**config.mk**
```make
export PLATFORM = sky130hd
export DESIGN_NAME = axi_rd_responder_flat
export DESIGN_NICKNAME = d
export VERILOG_FILES = /design/src/rtl/axi_pkg.sv /design/src/rtl/axi_rd_responder_if.sv /design/src/rtl/axi_r_skid.sv /design/src/rtl/axi_rd_responder.sv /design/src/flat_wrapper.sv
export SDC_FILE = /design/constraint.sdc
export NUM_CORES = 1
export LEC_CHECK = 0
export ABC_AREA = 0
export BUFFER_PORTS_ARGS = -buffer_cell sky130_fd_sc_hd__buf_4
export CAP_MARGIN = 30
export CORE_MARGIN = 3
export CORE_UTILIZATION = 58
export CTS_BUF_LIST = sky130_fd_sc_hd__clkbuf_8
export CTS_CLUSTER_DIAMETER = 50
export CTS_CLUSTER_SIZE = 24
export DETAILED_ROUTE_END_ITERATION = 6
export PLACE_DENSITY = 0.84
export SETUP_SLACK_MARGIN = 0.1
export SLEW_MARGIN = 20
export SYNTH_ARGS = -nofsm -noshare
export SYNTH_HDL_FRONTEND = slang
export SYNTH_SLANG_ARGS = --single-unit
```
**constraint.sdc**
```tcl
create_clock -name clk -period 23 [get_ports clk]
set_input_delay 3.45 -clock clk [delete_from_list [all_inputs] [get_ports clk]]
set_output_delay 3.45 -clock clk [all_outputs]
set_load 0.01 [all_outputs]
```
**src/rtl/axi_pkg.sv**
```systemverilog
// Shared AXI definitions for the read responder.
//   - burst encodings, response codes, responder FSM states
//   - axi_next_addr: address of the beat following `cur` within a burst
package axi_pkg;

  typedef enum logic [1:0] {
    FIXED = 2'd0,
    INCR  = 2'd1,
    WRAP  = 2'd2
  } axi_burst_e;

  localparam logic [1:0] OKAY   = 2'd0;
  localparam logic [1:0] EXOKAY = 2'd1;
  localparam logic [1:0] SLVERR = 2'd2;
  localparam logic [1:0] DECERR = 2'd3;

  typedef enum logic {
    IDLE  = 1'b0,
    BURST = 1'b1
  } rsp_state_e;

  // Beats are always 8 bytes on this fabric.
  localparam logic [63:0] AXI_BEAT_BYTES = 64'd8;

  // All arithmetic wraps modulo 2^64; callers truncate to their own width.
  function automatic logic [63:0] axi_next_addr(input logic [63:0] cur,
                                                input logic [7:0]  len,
                                                input logic [1:0]  burst);
    logic [63:0] total;
    logic [63:0] mask;
    logic [63:0] nxt;
    total = ({56'd0, len} + 64'd1) * AXI_BEAT_BYTES;
    mask  = total - 64'd1;
    case (burst)
      FIXED:   nxt = cur;
      WRAP:    nxt = (cur & ~mask) | ((cur + AXI_BEAT_BYTES) & mask);
      default: nxt = cur + AXI_BEAT_BYTES;
    endcase
    return nxt;
  endfunction

endpackage

```
**src/rtl/axi_rd_responder_if.sv**
```systemverilog
// AXI4 read address + read data channels.
//   slave  : responder side (drives arready and the R channel)
//   master : initiator side (drives AR and rready)
interface axi_rd_responder_if #(
  parameter int ID_WIDTH   = 13,
  parameter int ADDR_WIDTH = 64,
  parameter int DATA_WIDTH = 64
);
  logic [ID_WIDTH-1:0]   arid;
  logic [ADDR_WIDTH-1:0] araddr;
  logic [7:0]            arlen;
  logic [2:0]            arsize;
  logic [1:0]            arburst;
  logic                  arvalid;
  logic                  arready;
  logic [ID_WIDTH-1:0]   rid;
  logic [DATA_WIDTH-1:0] rdata;
  logic [1:0]            rresp;
  logic                  rlast;
  logic                  rvalid;
  logic                  rready;

  modport slave (
    input  arid, araddr, arlen, arsize, arburst, arvalid, rready,
    output arready, rid, rdata, rresp, rlast, rvalid
  );

  modport master (
    output arid, araddr, arlen, arsize, arburst, arvalid, rready,
    input  arready, rid, rdata, rresp, rlast, rvalid
  );
endinterface

```
**src/rtl/axi_r_skid.sv**
```systemverilog
// Two-entry FIFO holding R-channel beats.
//   clk, reset_n      : clock, async active-low reset (pointers/count only)
//   push, push_data   : write one entry
//   pop               : drop the head entry
//   head_data         : head entry, forced to zero while empty
//   full, empty       : occupancy flags
module axi_r_skid #(
  parameter int WIDTH = 8
) (
  input  logic             clk,
  input  logic             reset_n,
  input  logic             push,
  input  logic [WIDTH-1:0] push_data,
  input  logic             pop,
  output logic [WIDTH-1:0] head_data,
  output logic             full,
  output logic             empty
);
  logic [WIDTH-1:0] buf_q [2];
  logic             wr_ptr_q;
  logic             rd_ptr_q;
  logic [1:0]       count_q;
  logic             do_push;
  logic             do_pop;

  // A push onto a full FIFO is only legal when the head leaves the same cycle.
  assign do_push = push && (!full || pop);
  assign do_pop  = pop && !empty;

  always_ff @(posedge clk or negedge reset_n) begin
    if (!reset_n) begin
      wr_ptr_q <= 1'b0;
      rd_ptr_q <= 1'b0;
      count_q  <= 2'd0;
    end else begin
      if (do_push) wr_ptr_q <= ~wr_ptr_q;
      if (do_pop)  rd_ptr_q <= ~rd_ptr_q;
      count_q <= count_q + 2'(do_push) - 2'(do_pop);
    end
  end

  always_ff @(posedge clk) begin
    if (do_push) buf_q[wr_ptr_q] <= push_data;
  end

  assign empty     = (count_q == 2'd0);
  assign full      = (count_q == 2'd2);
  assign head_data = empty ? '0 : buf_q[rd_ptr_q];
endmodule

```
**src/rtl/axi_rd_responder.sv**
```systemverilog
// AXI4 read responder in front of a synchronous, one-cycle-latency memory.
// One outstanding burst; FIXED/INCR/WRAP; full R backpressure.
//   clk, reset_n : clock, async active-low reset
//   s_axi        : AR/R channels (slave modport)
//   mem_req      : memory read strobe, mem_addr: word address
//   mem_rdata    : memory data, valid the cycle after mem_req
module axi_rd_responder
  import axi_pkg::*;
#(
  parameter int          ID_WIDTH   = 13,
  parameter int          ADDR_WIDTH = 64,
  parameter int          DATA_WIDTH = 64,
  parameter logic [63:0] BASE_ADDR  = 64'h0,
  parameter int          MEM_WORDS  = 1024,
  parameter int          MEM_AW     = $clog2(MEM_WORDS)
) (
  input  logic                  clk,
  input  logic                  reset_n,
  axi_rd_responder_if.slave     s_axi,
  output logic                  mem_req,
  output logic [MEM_AW-1:0]     mem_addr,
  input  logic [DATA_WIDTH-1:0] mem_rdata
);
  localparam int BEAT_BYTES = DATA_WIDTH / 8;
  localparam int BEAT_SHIFT = $clog2(BEAT_BYTES);
  localparam int FIFO_W     = DATA_WIDTH + 3;
  localparam logic [ADDR_WIDTH-1:0] BASE  = BASE_ADDR[ADDR_WIDTH-1:0];
  localparam logic [ADDR_WIDTH-1:0] LIMIT = BASE + ADDR_WIDTH'(MEM_WORDS * BEAT_BYTES);
  localparam logic [ADDR_WIDTH-1:0] ALIGN = ~ADDR_WIDTH'(BEAT_BYTES - 1);

  rsp_state_e            state_q, state_d;
  logic                  arready_q;
  logic [ID_WIDTH-1:0]   id_q;
  logic [ADDR_WIDTH-1:0] addr_q;
  logic [7:0]            len_q;
  logic [1:0]            burst_q;
  logic                  slverr_q;
  logic [8:0]            beats_left_q;

  logic                  vld_p0, mem_p0, last_p0;
  logic [1:0]            resp_p0;

  logic                  ar_hs, ar_slverr, beat_dec, issue, issue_last, pop;
  logic [1:0]            issue_resp, occ;
  logic                  fifo_full, fifo_empty;
  logic [FIFO_W-1:0]     head_data, push_data;

  assign ar_hs = s_axi.arvalid && arready_q;
  assign pop   = !fifo_empty && s_axi.rready;

  always_comb begin
    ar_slverr = (s_axi.arsize != 3'(BEAT_SHIFT)) || (s_axi.arburst == 2'd3) ||
                ((s_axi.arburst == WRAP) && !(s_axi.arlen inside {8'd1, 8'd3, 8'd7, 8'd15}));
    beat_dec  = (addr_q < BASE) || (addr_q >= LIMIT);
    occ       = fifo_full ? 2'd2 : (fifo_empty ? 2'd0 : 2'd1);
    // Credit counts the FIFO plus the read in flight; a same-cycle pop frees a
    // slot so bursts stream one beat per cycle under rready=1.
    issue     = (state_q == BURST) && (beats_left_q != 9'd0) &&
                (({1'b0, occ} + {2'b00, vld_p0} - {2'b00, pop}) < 3'd2);
    mem_req   = issue && !slverr_q && !beat_dec;
    issue_resp = slverr_q ? SLVERR : (beat_dec ? DECERR : OKAY);
    issue_last = (beats_left_q == 9'd1);
    state_d = state_q;
    case (state_q)
      IDLE:    if (ar_hs) state_d = BURST;
      BURST:   if (pop && head_data[0]) state_d = IDLE;
      default: state_d = IDLE;
    endcase
  end

  assign mem_addr = MEM_AW'((addr_q - BASE) >> BEAT_SHIFT);

  always_ff @(posedge clk or negedge reset_n) begin
    if (!reset_n) begin
      state_q      <= IDLE;
      arready_q    <= 1'b0;
      id_q         <= '0;
      beats_left_q <= 9'd0;
      vld_p0       <= 1'b0;
    end else begin
      state_q   <= state_d;
      arready_q <= (state_d == IDLE);
      if (ar_hs) begin
        id_q         <= s_axi.arid;
        beats_left_q <= {1'b0, s_axi.arlen} + 9'd1;
      end else if (issue) begin
        beats_left_q <= beats_left_q - 9'd1;
      end
      vld_p0 <= issue;
    end
  end

  // ---- stage p0: beat issued, memory read in flight ----
  always_ff @(posedge clk) begin
    if (ar_hs) begin
      addr_q   <= s_axi.araddr & ALIGN;
      len_q    <= s_axi.arlen;
      burst_q  <= s_axi.arburst;
      slverr_q <= ar_slverr;
    end else if (issue) begin
      addr_q <= ADDR_WIDTH'(axi_next_addr(64'(addr_q), len_q, burst_q));
    end
    mem_p0  <= mem_req;
    resp_p0 <= issue_resp;
    last_p0 <= issue_last;
  end

  // ---- stage p1: beat lands in the R FIFO ----
  assign push_data = {(mem_p0 ? mem_rdata : '0), resp_p0, last_p0};

  axi_r_skid #(.WIDTH(FIFO_W)) u_skid (
    .clk       (clk),
    .reset_n   (reset_n),
    .push      (vld_p0),
    .push_data (push_data),
    .pop       (pop),
    .head_data (head_data),
    .full      (fifo_full),
    .empty     (fifo_empty)
  );

  assign s_axi.arready = arready_q;
  assign s_axi.rvalid  = !fifo_empty;
  assign s_axi.rid     = id_q;
  assign s_axi.rdata   = head_data[FIFO_W-1:3];
  assign s_axi.rresp   = head_data[2:1];
  assign s_axi.rlast   = head_data[0];
endmodule

```
**src/flat_wrapper.sv**
```systemverilog
// flat-port wrapper written by rule: the top's interface ports become plain ports
module axi_rd_responder_flat import axi_pkg::*;
#(
  parameter int          ID_WIDTH   = 13,
  parameter int          ADDR_WIDTH = 64,
  parameter int          DATA_WIDTH = 64,
  parameter logic [63:0] BASE_ADDR  = 64'h0,
  parameter int          MEM_WORDS  = 1024,
  parameter int          MEM_AW     = $clog2(MEM_WORDS)
)
  (clk, reset_n, mem_req, mem_addr, mem_rdata, s_axi_arid, s_axi_araddr, s_axi_arlen, s_axi_arsize, s_axi_arburst, s_axi_arvalid, s_axi_rready, s_axi_arready, s_axi_rid, s_axi_rdata, s_axi_rresp, s_axi_rlast, s_axi_rvalid);
  axi_rd_responder_if #(.ID_WIDTH(ID_WIDTH), .ADDR_WIDTH(ADDR_WIDTH), .DATA_WIDTH(DATA_WIDTH)) s_axi_i ();
  input  logic clk;
  input  logic reset_n;
  output logic mem_req;
  output logic [MEM_AW-1:0] mem_addr;
  input  logic [DATA_WIDTH-1:0] mem_rdata;
  input wire logic [$bits(s_axi_i.arid)-1:0] s_axi_arid;
  input wire logic [$bits(s_axi_i.araddr)-1:0] s_axi_araddr;
  input wire logic [$bits(s_axi_i.arlen)-1:0] s_axi_arlen;
  input wire logic [$bits(s_axi_i.arsize)-1:0] s_axi_arsize;
  input wire logic [$bits(s_axi_i.arburst)-1:0] s_axi_arburst;
  input wire logic [$bits(s_axi_i.arvalid)-1:0] s_axi_arvalid;
  input wire logic [$bits(s_axi_i.rready)-1:0] s_axi_rready;
  output wire logic [$bits(s_axi_i.arready)-1:0] s_axi_arready;
  output wire logic [$bits(s_axi_i.rid)-1:0] s_axi_rid;
  output wire logic [$bits(s_axi_i.rdata)-1:0] s_axi_rdata;
  output wire logic [$bits(s_axi_i.rresp)-1:0] s_axi_rresp;
  output wire logic [$bits(s_axi_i.rlast)-1:0] s_axi_rlast;
  output wire logic [$bits(s_axi_i.rvalid)-1:0] s_axi_rvalid;
  assign s_axi_i.arid = s_axi_arid;
  assign s_axi_i.araddr = s_axi_araddr;
  assign s_axi_i.arlen = s_axi_arlen;
  assign s_axi_i.arsize = s_axi_arsize;
  assign s_axi_i.arburst = s_axi_arburst;
  assign s_axi_i.arvalid = s_axi_arvalid;
  assign s_axi_i.rready = s_axi_rready;
  assign s_axi_arready = s_axi_i.arready;
  assign s_axi_rid = s_axi_i.rid;
  assign s_axi_rdata = s_axi_i.rdata;
  assign s_axi_rresp = s_axi_i.rresp;
  assign s_axi_rlast = s_axi_i.rlast;
  assign s_axi_rvalid = s_axi_i.rvalid;
  axi_rd_responder #(.ID_WIDTH(ID_WIDTH), .ADDR_WIDTH(ADDR_WIDTH), .DATA_WIDTH(DATA_WIDTH), .BASE_ADDR(BASE_ADDR), .MEM_WORDS(MEM_WORDS), .MEM_AW(MEM_AW)) u_core (.clk(clk), .reset_n(reset_n), .s_axi(s_axi_i), .mem_req(mem_req), .mem_addr(mem_addr), .mem_rdata(mem_rdata));
endmodule
```
==> results of run 1 <==
[cells by family after synthesis]
family | count (synthesis) | share of synthesized area, %
fa+ha+maj | 11 | 1.22
simple gates | 442 | 19.7
flops | 239 | 59.0
mux | 69 | 5.83
compound gates | 100 | 5.11
xor+xnor | 83 | 6.13
buf+inv | 77 | 3.01
[report_power, final]
group          internal [mW]  switching [mW]  leakage, nW
clock                  0.151           0.173        0.319
combinational          0.277           0.355         3.06
sequential             0.630           0.116         2.31
total                   1.06           0.643         5.69
[sequential cells by signal (all words and copies together), names as in the netlist]
| register | flops |
|---|---|
| u_core.addr_q | 61 |
| u_core.beats_left_q | 9 |
| u_core.burst_q | 2 |
| u_core.last_p0 | 1 |
| u_core.len_q | 8 |
| u_core.mem_p0 | 1 |
| u_core.resp_p0 | 2 |
| u_core.s_axi.arready | 1 |
| u_core.s_axi.rid | 13 |
| u_core.slverr_q | 1 |
| u_core.state_q | 1 |
| u_core.u_skid.buf_q | 134 |
| u_core.u_skid.count_q | 2 |
| u_core.u_skid.rd_ptr_q | 1 |
| u_core.u_skid.wr_ptr_q | 1 |
| u_core.vld_p0 | 1 |
[worst max-delay path by stage]
stage / from / end / slack, ns
2_1_floorplan: s_axi_rready / u_core.addr_q[10] / 12.90
3_3_place_gp: s_axi_rready / mem_req / 14.00
3_5_place_dp: s_axi_rready / mem_req / 13.96
4_1_cts: s_axi_rready / mem_req / 13.93
5_1_grt: s_axi_rready / mem_req / 13.82
6_report: s_axi_rready / mem_req / 13.95
[synth_stat cells, drive strengths merged, types with 2 or more instances]
cell,count,area (um2)
nor4,31,317
nor2,93,349
buf,27,168
dfrtp,29,726
o31ai,12,90.1
nor3,13,65.1
nand2,145,544
nand3,23,120
a211o,2,17.5
a311o,2,20.0
nand4,18,134
edfxtp,206,6190
o2111ai,2,17.5
mux2i,69,691
o211ai,2,15.0
a21oi,9,45.0
clkbuf,32,121
xor2,32,280
o21ai,63,315
or4,2,15.0
and2,71,444
ha,10,125
nand4b,2,17.5
inv,18,67.6
and4,9,81.3
dfxtp,4,80.1
and3,13,81.3
a31oi,2,27.5
nor3b,2,15.0
nand2b,7,43.8
a211oi,2,15.0
nor4b,5,43.8
xnor2,51,447
nand3b,3,35.0
nor2b,3,18.8
[final cells by class]
cell class | instances | area, um2 | area share, %
clock buffer | 25 | 344 | 2.37
timing repair buffer | 260 | 1970 | 13.6
multi-input combinational | 705 | 4540 | 31.3
clock inverter | 21 | 272 | 1.87
tap | 265 | 332 | 2.28
inverter | 18 | 68.8 | 0.474
sequential | 239 | 7000 | 48.2
[per-layer routing]
layer  vias up  share of wire (%)  GRT usage [%]
met5         -                  0              0
met4         0                2.0           6.45
met3        40                9.0           5.17
met2       331                 49           40.8
met1      4170                 40           31.8
li1       4104                  -              -
[through the flow]
| step | cells | hold WS, ns | worst slack (ns) | power [mW] |
|---|---|---|---|---|
| after floorplan | 1021 | 0.402 | 12.90 | 1.13 |
| final | 1533 | 0.430 | 13.95 | 1.70 |
| after global routing | 1533 | 0.435 | 13.82 | 1.80 |
| after CTS | 1531 | 0.431 | 13.93 | 1.71 |
| after global placement | 1485 | 0.408 | 14.00 | 1.36 |
| after detailed placement | 1485 | 0.417 | 13.96 | 1.38 |
[critical path: stages]
cell and delay, ns:
buf_4 0.11, and2_1 0.17, ha_1 0.28, nor2b_1 0.14
fa_1 0.43, nand2b_1 0.15, a311o_1 0.31, buf_4 0.23
nor2_1 0.17, buf_4 0.16
==> metrics.md, run 1 <==
| Metric | Value |
|---|---|
| Status | finished, final reports clean |
| Slew @ Worst Pin | 0.921 ns |
| Min Tclk post-route | 9.05 ns |
| #FFs+latches synth | 239 |
| Static Leak | 5.69 nW |
| Mean Syn Cell Area | 11.6 um2 |
| Die ar. | 22200 um2 |
| Initial DRC Count | 600 |
| Post-route cell area | 14500 um2 |
| H-tree level count | 1 |
| Residual DRC | 0 |
| FILL cells | 1371 |
| Kind of critical path | in2out |
| Die width | 149 um |
| Drt total wl | 27.4 mm |
| Yosys cell types | 56 |
| Fmax | 111 MHz |
| Row cnt | 51 |
| Die Height | 149 um |
| Worst Hold End | u_core.resp_p0[0] |
| Area growth, synth to finish | 22.5% |
| Fin. Hold Viols | 0 |
| Clock Latency Late Sink | 0.55 ns |
| Maximum root-to-sink buffer count | 3 |
| Hpwl dp | 18.5 mm |
| Layout cells sized above 1 | 26.3% |
| IO Port Bufs | 247 |
| Mapped Cells | 1021 |
| Placed inst area | 13900 um2 |
| Routed vias/inst | 5.64 |
| CP Capture Type | primary output |
| N_diodes | 0 |
| Reg2Reg Depth | 12 |
| Routed len/inst | 17.9 um |
| Starting Density | 59.9% |
| Number of CTS-inserted buffers | 25 |
| Total Nets Final | 1418 |
| Reg2reg start | u_core.u_skid.count_q[1] |
| TritonCTS clock tree | yes |
| # IOs | 251 |
| Crit path launch type | input pin |
| Commonest non-fill, non-tap cell in the layout | buf_4 |
| Ys flop type | edfxtp_1 |
| Commonest non-fill, non-tap cells in the layout | 258 x buf_4, 206 x edfxtp_1, 145 x nand2_1 |
| Post-route setup TNS | 0 ns |
| Clock sinks | 239 |
| Pwr/cell area | 117 nW/um2 |
| Total Routing Usage GR | 24.1% |
| Post-synthesis sequential area ratio | 59.0% |
| Global-route wire length before repair | 43.3 mm |
| Max_cap viols | 0 |
| Max Slew Vio Count | 0 |
| Clk pin slew, worst setup/hold paths | 0.09 ns |
| Final core occ | 73.4% |
| CTS hold repair buffers | 0 |
| RePlAce Congestion | 0.919 |
| Vias in the first global route | 8530 |
| Largest net degree at the start of global routing | 69 |
| Post-synth EDFFs | 206 |
| Hold WC Path Type | reg2reg |
| Mapped Area | 11900 um2 |
| Post-cts sizing count | 0 |
| Crit Path Max Fanout | 19 |
| Hold Path Origin | u_core.slverr_q |
| Post CTS Setup Buffer Count | 0 |
| Final setup viols | 0 |
| Synthesis warning total | 0 |
| Root buf cell | clkbuf_8 |
| Relative slew slack | 38.6% |
| Worst Hold Depth | 1 |
| Final period utilization | 39.3% |
| Vias | 8645 |
| ANT nets after route | 0 |
| GRT overflow | 0 |
| Initial antenna violation count | 0 |
| TritonRoute pass-1 iters | 5 |
| Worst Skew | 0.0199 ns |
| Critical R2R Capture | u_core.addr_q[42] |
| Core ar. | 19800 um2 |
| Req. time, crit path | 19.55 ns |
| Asr flop ratio synth | 12.1% |
| R2r setup slk | 18.73 ns |
| Crit path DAT | 5.60 ns |
| Synth Net Count | 1190 |
| Maximum vdd drop | 0.103 mV |
| RSZ-0062 raised after global routing | no |
(Power assumes the default switching activity.)
==> run 2: changes to the inputs <==
--- a/config.mk
+++ b/config.mk
@@ -9,12 +9,12 @@
 export BUFFER_PORTS_ARGS = -buffer_cell sky130_fd_sc_hd__buf_4
 export CAP_MARGIN = 30
 export CORE_MARGIN = 3
-export CORE_UTILIZATION = 58
+export CORE_UTILIZATION = 57
 export CTS_BUF_LIST = sky130_fd_sc_hd__clkbuf_8
 export CTS_CLUSTER_DIAMETER = 50
 export CTS_CLUSTER_SIZE = 24
 export DETAILED_ROUTE_END_ITERATION = 6
-export PLACE_DENSITY = 0.84
+export PLACE_DENSITY = 0.83
 export SETUP_SLACK_MARGIN = 0.1
 export SLEW_MARGIN = 20
 export SYNTH_ARGS = -nofsm -noshare
==> constraint.sdc (replaced) <==
create_clock -name clk -period 8.54 [get_ports clk]
set_input_delay 1.281 -clock clk [delete_from_list [all_inputs] [get_ports clk]]
set_output_delay 1.281 -clock clk [all_outputs]
set_load 0.01 [all_outputs]
==> run 2 against run 1 <==
  * Worst hold slack gained 0.0056 ns
  * Critical path type is now reg2out
  * Final cell count barely moved
  * Count of clock-buffer cells in the layout increased by 1
  * Routed wire length decreased by 2.0%
  * Highest routed layer unchanged
  * Register-to-register slack worse by 15 ns
  * Sequential share of layout area hardly changed
  * Via count is 2.0% lower
  * Setup slack lost 11 ns
  * Sequential power grew to 2.7 times the previous value
  * Critical path depth is 2 higher
  * Global-route usage is 0.75 points lower
  * Core utilization shrank 2.2 points
==> metrics.md, run 2 (same netlist as run 1, synthesis figures left out) <==
| Metric | Value |
|---|---|
| Clk pin slew, worst setup/hold paths | 0.10 ns (was 0.09 ns) |
| # IOs | 251 (unchanged) |
| Maximum vdd drop | 0.243 mV (was 0.103 mV) |
| Req. time, crit path | 7.26 ns (was 19.55 ns) |
| Root buf cell | clkbuf_8 (unchanged) |
| Critical R2R Capture | u_core.addr_q[38] (was u_core.addr_q[42]) |
| N_diodes | 0 (unchanged) |
| Min Tclk post-route | 5.24 ns |
| Final period utilization | 61.4% |
| Number of CTS-inserted buffers | 25 (unchanged) |
| Core ar. | 20400 um2 (was 19800 um2) |
| Commonest non-fill, non-tap cell in the layout | buf_4 (unchanged) |
| Register bank with the most flops | u_core.u_skid.buf_q (unchanged) |
| Clock Latency Late Sink | 0.54 ns (was 0.55 ns) |
| Post-route setup TNS | 0 ns (unchanged) |
| Initial antenna violation count | 0 (unchanged) |
| CP Capture Type | primary output (unchanged) |
| Hpwl dp | 18.4 mm (was 18.5 mm) |
| Global-route wire length before repair | 42.2 mm (was 43.3 mm) |
| Routed len/inst | 17.5 um (was 17.9 um) |
| Area growth, synth to finish | 22.4% (was 22.5%) |
| Final core occ | 71.3% (was 73.4%) |
| Fmax | 191 MHz |
| Vias in the first global route | 8422 (was 8530) |
| Worst Hold End | u_core.u_skid.buf_q[1][2] (was u_core.resp_p0[0]) |
| Crit path launch type | flop (was input pin) |
| Reg2Reg Depth | 12 (unchanged) |
| Initial DRC Count | 604 (was 600) |
| Worst Skew | 0.0225 ns (was 0.0199 ns) |
| Die width | 150 um (was 149 um) |
| GRT overflow | 0 (unchanged) |
| Commonest non-fill, non-tap cells in the layout | 256 x buf_4, 206 x edfxtp_1, 145 x nand2_1 (was 258 x buf_4, 206 x edfxtp_1, 145 x nand2_1) |
| Clock sinks | 239 (unchanged) |
| Final setup viols | 0 (unchanged) |
| IO Port Bufs | 247 (unchanged) |
| Internal | 2.85 mW (was 1.06 mW) |
| RePlAce Congestion | 0.909 (was 0.919) |
| GR Util met2 | 40.6% (was 40.8%) |
| Kind of critical path | reg2out (was in2out) |
| H-tree level count | 1 (unchanged) |
| Largest net degree at the start of global routing | 69 (unchanged) |
| Crit path DAT | 3.96 ns (was 5.60 ns) |
| Top Usage Layer GRT | met2 (unchanged) |
| ANT nets after route | 0 (unchanged) |
| Total Routing Usage GR | 23.3% (was 24.1%) |
| Drt total wl | 26.9 mm (was 27.4 mm) |
| Max reg flops | 134 (unchanged) |
| Pwr/cell area | 313 nW/um2 (was 117 nW/um2) |
| Routed vias/inst | 5.52 (was 5.64) |
| TritonCTS clock tree | yes (unchanged) |
| Max_cap viols | 0 (unchanged) |
| Layout cells sized above 1 | 25.9% (was 26.3%) |
| Die ar. | 22600 um2 (was 22200 um2) |
| Crit Path Max Fanout | 68 (was 19) |
| Gate power share | 37.0% (was 37.1%) |
| Die Height | 150 um (was 149 um) |
| Total Nets Final | 1415 (was 1418) |
| Worst Hold Depth | 0 (was 1) |
| Maximum root-to-sink buffer count | 3 (unchanged) |
| Post-cts sizing count | 0 (unchanged) |
| Clk pwr share | 18.7% (was 19.1%) |
| Row cnt | 52 (was 51) |
| RSZ-0062 raised after global routing | no (unchanged) |
| Fin Hold WS | 0.435 ns (was 0.430 ns) |
| R2r setup slk | 4.18 ns (was 18.73 ns) |
| Status | finished, final reports clean (unchanged) |
| Hold WC Path Type | reg2reg (unchanged) |
| Starting Density | 58.2% (was 59.9%) |
| Reg2reg start | u_core.u_skid.count_q[1] (unchanged) |
| Max Slew Vio Count | 0 (unchanged) |
| Slew @ Worst Pin | 0.937 ns (was 0.921 ns) |
| Fin. Hold Viols | 0 (unchanged) |
| Met3 Use GR | 4.61% (was 5.17%) |
| Residual DRC | 0 (unchanged) |
| Relative slew slack | 37.5% (was 38.6%) |
| Met1 Use GR | 30.1% (was 31.8%) |
| Vias | 8471 (was 8645) |
| CTS hold repair buffers | 0 (unchanged) |
| Sw frac | 37.4% (was 37.8%) |
| Post CTS Setup Buffer Count | 0 (unchanged) |
| Sequential share of power | 44.2% (was 43.8%) |
| Static Leak | 5.67 nW (was 5.69 nW) |
| TritonRoute pass-1 iters | 5 (unchanged) |
| Hold Path Origin | u_core.resp_p0[1] (was u_core.slverr_q) |
| Sw Pwr | 1.70 mW (was 0.643 mW) |
[run 2: cell count changes in the layout (fill, tap and decap cells not counted), sizes merged]
| cell | before | now |
|---|---|---|
| buf | 260 | 257 |
| clkbuf | 25 | 26 |
| clkinv | 4 | 9 |
| clkinvlp | 0 | 1 |
| inv | 32 | 24 |
[run 2: area by class of cell]
cell class              count  area, um2
clock buffers              26        358
inverters                  18       68.8
fillers                  1460       5850
multi-input cells         705       4540
flip-flops and latches    239       7000
clock inverters            19        259
repair buffers            257       1950
well taps                 270        338
[run 2: per-layer routing]
metal,part of all wire [%],wire length [um]
met4,1.9,520
met1,40,10600
met5,0,0
met2,50,13400
met3,8.5,2280
[run 2: metrics by stage]
step	setup WS, ns	total power, mW	cells	instance area (um2)
after floorplan	0.604	3.03	1021	11900
after global placement	3.88	3.66	1488	13900
after detailed placement	3.79	3.72	1488	13900
after CTS	3.24	4.58	1533	14500
after global routing	3.01	4.83	1534	14500
final	3.30	4.55	1534	14500
[run 2: power by group through the flow]
| stage | sequential [mW] | combinational, mW | clock, mW |
|---|---|---|---|
| CTS | 2.01 | 1.70 | 0.873 |
| global placement | 2.01 | 1.65 | 0 |
| floorplan | 1.97 | 1.06 | 0 |
| global route | 2.06 | 1.85 | 0.919 |
| detailed placement | 2.03 | 1.69 | 0 |
| finish | 2.01 | 1.68 | 0.852 |
[run 2: critical path, cell delays in order, from the launching register on]
cell,delay (ns)
dfrtp_1,0.44
nor2_4,0.11
buf_4,0.56
inv_1,0.14
and2_1,0.24
ha_1,0.29
nor2b_1,0.16
fa_1,0.43
nand2b_1,0.15
a311o_1,0.31
buf_4,0.22
nor2_1,0.16
buf_4,0.15
[run 2: how the worst max path moves through the flow]
stage	end	startpoint	slack, ns	cells past startpoint
2_1_floorplan	u_core.addr_q[10]	s_axi_rready	0.60	9
3_3_place_gp	mem_req	s_axi_rready	3.88	10
3_5_place_dp	mem_req	s_axi_rready	3.79	10
4_1_cts	mem_req	u_core.u_skid.count_q[1]	3.24	12
5_1_grt	mem_req	u_core.u_skid.count_q[1]	3.01	12
6_report	mem_req	u_core.u_skid.count_q[1]	3.30	12
==> run 3: changes to the inputs <==
==> constraint.sdc (replaced) <==
create_clock -name clk -period 5.5 [get_ports clk]
set_input_delay 0.825 -clock clk [delete_from_list [all_inputs] [get_ports clk]]
set_output_delay 0.825 -clock clk [all_outputs]
set_load 0.01 [all_outputs]
==> run 3 against run 2 <==
  * Via count grew 1.6%
  * Critical path type unchanged
  * Core utilization is essentially flat
  * Final cell count grew 0.33%
  * Worst hold slack lost 0.26 ns
  * Highest routed layer unchanged
  * Cell area is essentially flat
  * Routed wire length grew 1.8%
  * Critical path depth shrank 2
  * Count of clock-buffer cells in the layout grew 1
==> metrics.md, run 3 (same netlist as run 1, synthesis figures left out) <==
| Metric | Value |
|---|---|
| H-tree level count | 1 (unchanged) |
| RePlAce Congestion | 0.933 (was 0.909) |
| Layout cells sized above 1 | 26.2% (was 25.9%) |
| Core ar. | 20400 um2 (unchanged) |
| Final WS setup | 1.46 ns (was 3.30 ns) |
| Largest net degree at the start of global routing | 68 (was 69) |
| Area growth, synth to finish | 22.3% (was 22.4%) |
| Max reg flops | 134 (unchanged) |
| Max_cap viols | 0 (unchanged) |
| # IOs | 251 (unchanged) |
| Post-route setup TNS | 0 ns (unchanged) |
| Static Leak | 5.67 nW (about the same) |
| Top Usage Layer GRT | met2 (unchanged) |
| Worst Skew | 0.0300 ns (was 0.0225 ns) |
| Met3 Use GR | 4.73% (was 4.61%) |
| Max Slew Vio Count | 0 (unchanged) |
| Min Tclk post-route | 4.04 ns |
| Clk pin slew, worst setup/hold paths | 0.11 ns (was 0.10 ns) |
| Routed len/inst | 17.8 um (was 17.5 um) |
| Number of CTS-inserted buffers | 26 (was 25) |
| Routed vias/inst | 5.59 (was 5.52) |
| FILL cells | 1458 (was 1460) |
| Post-route cell area | 14500 um2 (about the same) |
| RSZ-0062 raised after global routing | no (unchanged) |
| Vias | 8607 (was 8471) |
| Reg2reg start | u_core.u_skid.count_q[1] (unchanged) |
| Delay-heaviest family, CP | simple AND/OR/NAND/NOR gates (was buffers and inverters) |
| Post-cts sizing count | 0 (unchanged) |
| Final core occ | 71.2% (was 71.3%) |
| GRT overflow | 0 (unchanged) |
| Total Routing Usage GR | 23.6% (was 23.3%) |
| N_diodes | 0 (unchanged) |
| Hpwl dp | 19.0 mm (was 18.4 mm) |
| Post CTS Setup Buffer Count | 0 (unchanged) |
| Residual DRC | 0 (unchanged) |
| Root buf cell | clkbuf_8 (unchanged) |
| Slew @ Worst Pin | 0.947 ns (was 0.937 ns) |
| Pwr/cell area | 483 nW/um2 (was 313 nW/um2) |
| Maximum vdd drop | 0.460 mV (was 0.243 mV) |
| Kind of critical path | reg2out (unchanged) |
| Met1 Use GR | 31.6% (was 30.1%) |
| Placed insts | 1492 (was 1488) |
| Relative slew slack | 36.8% (was 37.5%) |
| Status | finished, final reports clean (unchanged) |
| Hold WC Path Type | in2async (was reg2reg) |
| Register bank with the most flops | u_core.u_skid.buf_q (unchanged) |
| Crit-path cells | nor2_4 > inv_1 > and2_1 > ha_1 > nor2b_1 > fa_1 > nand2b_1 > a311o_1 > nor2_1 > buf_4 (was nor2_4 > buf_4 > inv_1 > and2_1 > ha_1 > nor2b_1 > fa_1 > nand2b_1 > a311o_1 > buf_4 > nor2_1 > buf_4) |
| Starting Density | 58.2% (unchanged) |
| Final non-filler cell total | 1539 (was 1534) |
| Die ar. | 22600 um2 (unchanged) |
| Crit path launch type | flop (unchanged) |
| Crit path largest cell delay | 0.49 ns (was 0.56 ns) |
| Initial antenna violation count | 0 (unchanged) |
| Commonest non-fill, non-tap cell in the layout | buf_4 (unchanged) |
| GR Util met2 | 39.8% (was 40.6%) |
| CP Capture Type | primary output (unchanged) |
| ANT nets after route | 0 (unchanged) |
| Initial DRC Count | 571 (was 604) |
| Critical path launch point | u_core.u_skid.count_q[1] (unchanged) |
| Row cnt | 52 (unchanged) |
| Pre-CTS WS | 1.49 ns (was 3.79 ns) |
| TritonCTS clock tree | yes (unchanged) |
| Final period utilization | 73.4% |
| Req. time, crit path | 4.68 ns (was 7.26 ns) |
| Fin. Hold Viols | 0 (unchanged) |
| Buf/Inv on CP | 2 (was 4) |
| Commonest non-fill, non-tap cells in the layout | 258 x buf_4, 206 x edfxtp_1, 145 x nand2_1 (was 256 x buf_4, 206 x edfxtp_1, 145 x nand2_1) |
| Fmax | 248 MHz |
| Vias in the first global route | 8399 (was 8422) |
| Die Height | 150 um (unchanged) |
| Maximum root-to-sink buffer count | 3 (unchanged) |
| Global-route wire length before repair | 42.8 mm (was 42.2 mm) |
| Crit Path Max Fanout | 8 (was 68) |
| Crit path DAT | 3.21 ns (was 3.96 ns) |
| Total Nets Final | 1420 (was 1415) |
| Clock sinks | 239 (unchanged) |
| TritonRoute pass-1 iters | 5 (unchanged) |
| Clock Latency Late Sink | 0.56 ns (was 0.54 ns) |
| CTS hold repair buffers | 0 (unchanged) |
| Drt total wl | 27.3 mm (was 26.9 mm) |
| Final setup viols | 0 (unchanged) |
| Placed inst area | 13900 um2 (about the same) |
| Slowest CP cell | a311o_1 (was buf_4) |
| IO Port Bufs | 247 (unchanged) |
| Die width | 150 um (unchanged) |
## run 3: path summary, 6_finish.rpt
kind | end | slack [ns] | cells after the start
min | u_core.s_axi.rid[11] | 0.17 | 1
max reg2reg | u_core.addr_q[58] | 1.80 | 10
min in group clk | u_core.u_skid.buf_q[0][0] | 0.43 | 0
min reg2reg | u_core.u_skid.buf_q[0][0] | 0.43 | 0
max | mem_req | 1.46 | 10
max in group asynchronous | u_core.u_skid.rd_ptr_q | 5.03 | 1
## run 3: power by group
group / internal (mW) / leakage, nW / switching, mW
Sequential: 2.63 / 2.31 / 0.530
Combinational: 1.19 / 3.08 / 1.44
Clock: 0.511 / 0.279 / 0.705
Total: 4.33 / 5.67 / 2.68
## run 3: final cells by class
type	count	area [um2]	area share (%)
repair buffers	261	2010	13.9
flip-flops and latches	239	7000	48.2
clock buffers	27	372	2.56
multi-input cells	705	4540	31.3
well taps	270	338	2.33
inverters	18	68.8	0.475
clock inverters	19	174	1.20
## run 3: metrics by stage
step | hold slack (ns) | power (mW)
after floorplan | 0.402 | 4.68
after global placement | 0.406 | 5.72
after detailed placement | 0.413 | 5.81
after CTS | 0.161 | 7.03
after global routing | 0.161 | 7.43
final | 0.175 | 7.00
## run 3: worst reg2reg max path: cells and delay by family (launching register included)
family                   cells  cell delay [ns]
AO/OA/AOI/OAI                2             1.21
flip-flops                   1             0.44
adder cells (fa/ha/maj)      2             0.70
buffers and inverters        2             0.41
AND/OR/NAND/NOR              4             0.60
## run 3: routing by layer
layer	up-vias	share of wire [%]	wire, um
met5	-	0	0
met4	0	2.0	546
met3	41	8.1	2220
met2	303	49	13300
met1	4153	41	11200
li1	4110	-	-
